<file path="config.mk">
export PLATFORM = sky130hd
export DESIGN_NAME = mem_lsu
export DESIGN_NICKNAME = d
export VERILOG_FILES = /design/src/rtl/mem_lsu.sv
export SDC_FILE = /design/constraint.sdc
export NUM_CORES = 1
export LEC_CHECK = 0
export CORE_UTILIZATION = 31
export DETAILED_ROUTE_END_ITERATION = 12
export PLACE_DENSITY = 0.79
export SETUP_SLACK_MARGIN = 0.2
export SLEW_MARGIN = 20
export SYNTH_ARGS = -nofsm -noshare
export SYNTH_HDL_FRONTEND = slang
export SYNTH_SLANG_ARGS = --single-unit
</file>
<file path="constraint.sdc">
create_clock -name clk -period 1.85 [get_ports clk]
set_input_delay 0.37 -clock clk [delete_from_list [all_inputs] [get_ports clk]]
set_output_delay 0.37 -clock clk [all_outputs]
set_load 0.01 [all_outputs]
</file>
<file path="src/rtl/mem_lsu.sv">
// mem_lsu: MEM-stage load/store unit driving the 4KB word data memory.
// Optional perf counters are built when LSU_PERF_CNT_EN is defined.
module mem_lsu #(
  parameter int ADDR_W = 32,
  parameter int RD_W   = 5
) (
  input  logic              clk,
  input  logic              reset,
  input  logic              req_valid,
  output logic              req_ready,
  input  logic              req_is_store,
  input  logic [2:0]        req_funct3,
  input  logic [ADDR_W-1:0] req_addr,
  input  logic [31:0]       req_wdata,
  input  logic [RD_W-1:0]   req_rd,
  output logic              resp_valid,
  output logic [31:0]       resp_rdata,
  output logic [RD_W-1:0]   resp_rd,
  output logic              resp_err,
  output logic              busy,
  output logic [31:0]       mem_addr,
  output logic [31:0]       mem_data_in,
  output logic              mem_read_en,
  output logic              mem_write_en,
  output logic [3:0]        mem_byte_enable,
  input  logic [31:0]       mem_data_out,
  output logic [31:0]       perf_loads,
  output logic [31:0]       perf_stores,
  output logic [31:0]       perf_errs
);

  typedef enum logic [2:0] {
    IDLE,
    STORE,
    LOAD_ISSUE,
    LOAD_CAPTURE,
    RESP
  } state_t;

  state_t state_q;
  state_t state_d;

  logic              is_store_q;
  logic [2:0]        funct3_q;
  logic [ADDR_W-1:0] addr_q;
  logic [31:0]       wdata_q;
  logic [RD_W-1:0]   rd_q;
  logic              err_q;
  logic [31:0]       rdata_q;

  logic              accept;
  logic              f3_bad;
  logic              misal;
  logic              req_err;
  logic              sz_b;
  logic              sz_h;
  logic [3:0]        be;
  logic [31:0]       ld_data;

  assign accept = (state_q == IDLE) && req_valid;

  // Legality and natural alignment of the incoming request
  always_comb begin
    f3_bad = 1'b0;
    misal  = 1'b0;
    if (req_is_store) begin
      f3_bad = req_funct3[2] || (req_funct3[1:0] == 2'd3);
    end else begin
      f3_bad = (req_funct3 == 3'd3) ||
               (req_funct3 == 3'd6) ||
               (req_funct3 == 3'd7);
    end
    unique case (req_funct3[1:0])
      2'd1:    misal = req_addr[0];
      2'd2:    misal = (req_addr[1:0] != 2'b00);
      default: misal = 1'b0;
    endcase
    req_err = f3_bad || misal;
  end

  // Lane enables from the latched size and low address bits
  always_comb begin
    sz_b = (funct3_q[1:0] == 2'd0);
    sz_h = (funct3_q[1:0] == 2'd1);
    be   = 4'b1111;
    unique case (1'b1)
      sz_b:    be = 4'b0001 << addr_q[1:0];
      sz_h:    be = addr_q[1] ? 4'b1100 : 4'b0011;
      default: be = 4'b1111;
    endcase
  end

  // Memory already sign-extends; strip the upper bits for LBU/LHU
  always_comb begin
    ld_data = mem_data_out;
    if (funct3_q == 3'd4) begin
      ld_data[31:8] = '0;
    end else if (funct3_q == 3'd5) begin
      ld_data[31:16] = '0;
    end
  end

  // Next-state and memory-port outputs
  always_comb begin
    state_d         = state_q;
    mem_write_en    = 1'b0;
    mem_read_en     = 1'b0;
    mem_byte_enable = 4'b0000;
    unique case (state_q)
      IDLE: begin
        if (req_valid) begin
          if (req_err) begin
            state_d = RESP;
          end else if (req_is_store) begin
            state_d = STORE;
          end else begin
            state_d = LOAD_ISSUE;
          end
        end
      end
      STORE: begin
        mem_write_en    = !reset;
        mem_byte_enable = be;
        state_d         = RESP;
      end
      LOAD_ISSUE: begin
        mem_read_en     = !reset;
        mem_byte_enable = be;
        state_d         = LOAD_CAPTURE;
      end
      LOAD_CAPTURE: state_d = RESP;
      RESP:         state_d = IDLE;
      default:      state_d = IDLE;
    endcase
  end

  // State register; a reset aborts any access silently
  always_ff @(posedge clk) begin
    if (reset) begin
      state_q <= IDLE;
    end else begin
      state_q <= state_d;
    end
  end

  // Request latch, taken only on the accepting edge
  always_ff @(posedge clk) begin
    if (reset) begin
      is_store_q <= 1'b0;
      funct3_q   <= 3'd0;
      addr_q     <= '0;
      wdata_q    <= '0;
      rd_q       <= '0;
      err_q      <= 1'b0;
    end else if (accept) begin
      is_store_q <= req_is_store;
      funct3_q   <= req_funct3;
      addr_q     <= req_addr;
      wdata_q    <= req_wdata;
      rd_q       <= req_rd;
      err_q      <= req_err;
    end
  end

  // Load data capture one cycle after the read strobe
  always_ff @(posedge clk) begin
    if (reset) begin
      rdata_q <= '0;
    end else if (state_q == LOAD_CAPTURE) begin
      rdata_q <= ld_data;
    end
  end

  assign req_ready   = (state_q == IDLE);
  assign busy        = (state_q != IDLE);
  assign resp_valid  = (state_q == RESP);
  assign resp_err    = (state_q == RESP) && err_q;
  assign resp_rd     = rd_q;
  assign resp_rdata  = (is_store_q || err_q) ? 32'd0 : rdata_q;
  assign mem_addr    = 32'(addr_q) & ~32'd3;
  assign mem_data_in = wdata_q;

`ifdef LSU_PERF_CNT_EN
  logic [31:0] n_ld_q;
  logic [31:0] n_st_q;
  logic [31:0] n_err_q;

  // Event counters, bumped once per response
  always_ff @(posedge clk) begin
    if (reset) begin
      n_ld_q  <= '0;
      n_st_q  <= '0;
      n_err_q <= '0;
    end else if (state_q == RESP) begin
      if (err_q) begin
        n_err_q <= n_err_q + 32'd1;
      end else if (is_store_q) begin
        n_st_q <= n_st_q + 32'd1;
      end else begin
        n_ld_q <= n_ld_q + 32'd1;
      end
    end
  end

  assign perf_loads  = n_ld_q;
  assign perf_stores = n_st_q;
  assign perf_errs   = n_err_q;
`else
  assign perf_loads  = '0;
  assign perf_stores = '0;
  assign perf_errs   = '0;
`endif

endmodule
</file>
==> impl_metrics.ini, run 1 <==
[pwr]
power_leakage_nw = 3.49
peakVddDrop_v = 0.000526
power_density_mw_per_mm2 = 766
design_power_total_mw = 6.11

[logic_synthesis]
synth_seq_cells = 109
async_flop_share_pct = 0
synthAdderAreaFrac_pct = 0.718
synth-compound-area-share_pct = 12.4
synth-simple-area-share_pct = 21.4
seq_area_frac_synth_pct = 41.7
synth_edf_count = 0
avgSynthCellArea_um2 = 7.84
synth_top_family_by_area = buffers and inverters
synth_cell_types = 32
ys_warn_count = 0
synth_top_flop_cell = dfxtp_1
syn_inst = 667
synth_area_mm2 = 0.00523
synthMuxAreaShare_pct = 0
synth_xor_area_share_pct = 0.167

[clocking]
clock_latency_ns = 0.35
cts_max_level = 3
cts_sinks = 109
root_buffer = clkbuf_16
clkSlewWorstSetupHoldPaths_ns = 0.07
cts_tree = done
cts_inserted_buffers = 9
clockBufferDepth = 2

[drt]
wl_met1_um = 5810
wl_met3_um = 951
routed.top_layer = met4
drt.antenna.violating_nets = 0
wire_per_inst_um = 13.9
vias = 4702
drc_errors = 0
first_pass_iters = 4
drt-initial-drc-count = 145
drt_wl_total_um = 15100
viasPerCell = 4.33
met2_length_um = 8010

[global_route]
grt.overflow.total = 0
antenna_found_initial = 0
grtUsageTotal_pct = 15.5
grt_pass1_vias = 4417
grt_max_degree = 56
grt_pass1_wl_um = 21500

[finish]
fin_nets = 972
areaGrowthSynthToFinish_pct = 52.5
antenna_cells = 0
final_layout_size_suffix_gt1_share_pct = 19.5

[sta]
fin_ws_ns = 0.150
worst_pin_slew_ns = 0.610
holdWs_ns = 0.435
rsz0062_at_grt = true
setup_tns_ns = 0
fmax_mhz = 588
slew_headroom_pct = 59.3
period_minus_slack_ns = 1.70
period_share_pct = 91.9
drv_slew = 0
skew_ns = 0.00927
final-hold-violation-count = 0
setup_viol = 0

[run]
cap_violations = 0

[floorplanning]
coreArea_mm2 = 0.0165
die_width_um = 132
die_area_mm2 = 0.0174
die_height_um = 132
io_pins = 315
initial_core_util_pct = 31.6
rows = 47

[place]
detailed_place_hpwl_um = 9840
dp_slack_ns = -0.165
routabilityCongestion = 0.781
port_buffers = 216

[setup_path]
crit_fanout = 8
rr_startpoint = state_q[1]
startpoint = is_store_q
path_class = reg2out
r2r.worst_path.cells = 9
r2r_setup_slack_ns = 0.17
critPathArrivalTime_ns = 1.33
critPathRequiredTime_ns = 1.48
cp-endpoint = resp_rdata[6]
cp-start-kind = flop
end_kind = output port
r2r_end = addr_q[30]

[status]
outcome = complete, no violations

[min_path]
hold_path_class = in2reg
-- per-stage QoR --
stage | utilization (%) | instances | area, um2
3_5_place_dp | 42.8 | 1055 | 7070
4_1_cts | 45.5 | 1076 | 7510
2_1_floorplan | - | 764 | 5590
3_3_place_gp | 42.8 | 1055 | 7070
6_report | 48.3 | 1086 | 7970
5_1_grt | 48.3 | 1086 | 7970
-- state kept, by name, summed over array words and instances, names as in the netlist --
name and cells:
addr_q 32, mem_data_in 32, rdata_q 32, resp_rd 5
funct3_q 3, state_q 3, err_q 1, is_store_q 1
-- what timing repair did --
| item | in CTS | in global routing |
|---|---|---|
| hold buffers | 0 | 0 |
| gates resized for setup | 237 | 85 |
| gates cloned | 2 | 6 |
| buffers inserted | 3 | 4 |
| pin swaps | 31 | 21 |
| setup endpoints to repair | 50 | 128 |
-- cell type report --
| type | count | area, um2 |
|---|---|---|
| clock buffers | 10 | 239 |
| clock inverters | 6 | 71.3 |
| fillers | 1564 | 8550 |
| inverters | 6 | 22.5 |
| multi-input cells | 481 | 2470 |
| flip-flops and latches | 109 | 2200 |
| well taps | 220 | 275 |
| repair buffers | 254 | 2700 |
-- Yosys cell counts, drive strengths merged (3+ instances only) --
cell type	instances	share of area [%]
a21oi	102	9.8
a22oi	8	1.1
and2	34	4.1
buf	150	22
clkbuf	18	1.3
dfxtp	109	42
ha	3	0.72
inv	6	0.43
nand2	183	13
nand2b	3	0.50
nand3	16	1.5
nor2	14	1.0
nor3	3	0.38
-- how the worst min path moves through the flow --
stage	start	end	slack, ns	cells after the start
after floorplan	rdata_q[16]	rdata_q[16]	0.43	2
after global placement	rdata_q[30]	rdata_q[30]	0.43	2
after detailed placement	rdata_q[24]	rdata_q[24]	0.44	2
after CTS	reset	state_q[1]	0.40	3
after global routing	reset	state_q[1]	0.43	3
final	reset	state_q[1]	0.43	3
-- critical path: stages (launching register included) --
cell and delay (ns):
dfxtp_2 0.34, nor2_4 0.15, buf_6 0.13, buf_6 0.12, and2_4 0.15, buf_6 0.09
-- kinds of logic after synthesis --
kind of cell | after synthesis
AND/OR/NAND/NOR | 259
buffers and inverters | 174
AO/OA/AOI/OAI | 120
flip-flops | 109
adder cells (fa/ha/maj) | 3
XOR/XNOR | 1
other | 1
-- layout by cell type (no fill, tap or decap), types with 2 or more instances in the layout --
cell type and instances:
o21ai_0 2, conb_1 98, and2_4 29, buf_12 5, dfxtp_1 104, dfxtp_4 3, dlymetal6s2s_1 15, nand2_4 8
ha_1 2, nor3_4 2, clkdlybuf4s50_1 158, nand3_1 16, buf_8 2, nand2b_4 2, nand2_1 174, a211oi_1 2
and2_1 5, clkbuf_16 14, buf_2 7, inv_1 5, a22oi_1 8, a21oi_2 13, dfxtp_2 2, nor2_1 12
or3_4 2, a21oi_1 89, buf_6 42, clkinv_4 2, buf_4 19
-- power breakdown --
part / switching [mW] / internal, mW
registers: 0.0891 / 2.49
logic: 0.730 / 0.794
clock network: 0.907 / 1.10
-- per-layer routing --
layer / track usage, % / up-vias
met3: 3.84 / 21
met4: 8.53 / 0
li1: - / 2291
met2: 28.0 / 199
met1: 16.6 / 2191
met5: 0 / -
(Power assumes the default switching activity.)
==> run 2: changes to the inputs <==
--- a/config.mk
+++ b/config.mk
@@ -6,6 +6,7 @@
 export NUM_CORES = 1
 export LEC_CHECK = 0
 export CORE_UTILIZATION = 31
+export CTS_CLUSTER_SIZE = 14
 export DETAILED_ROUTE_END_ITERATION = 12
 export PLACE_DENSITY = 0.79
 export SETUP_SLACK_MARGIN = 0.2
==> results of run 2 <==
No change in the layout: final DEF, timing and power equal those of run 1.
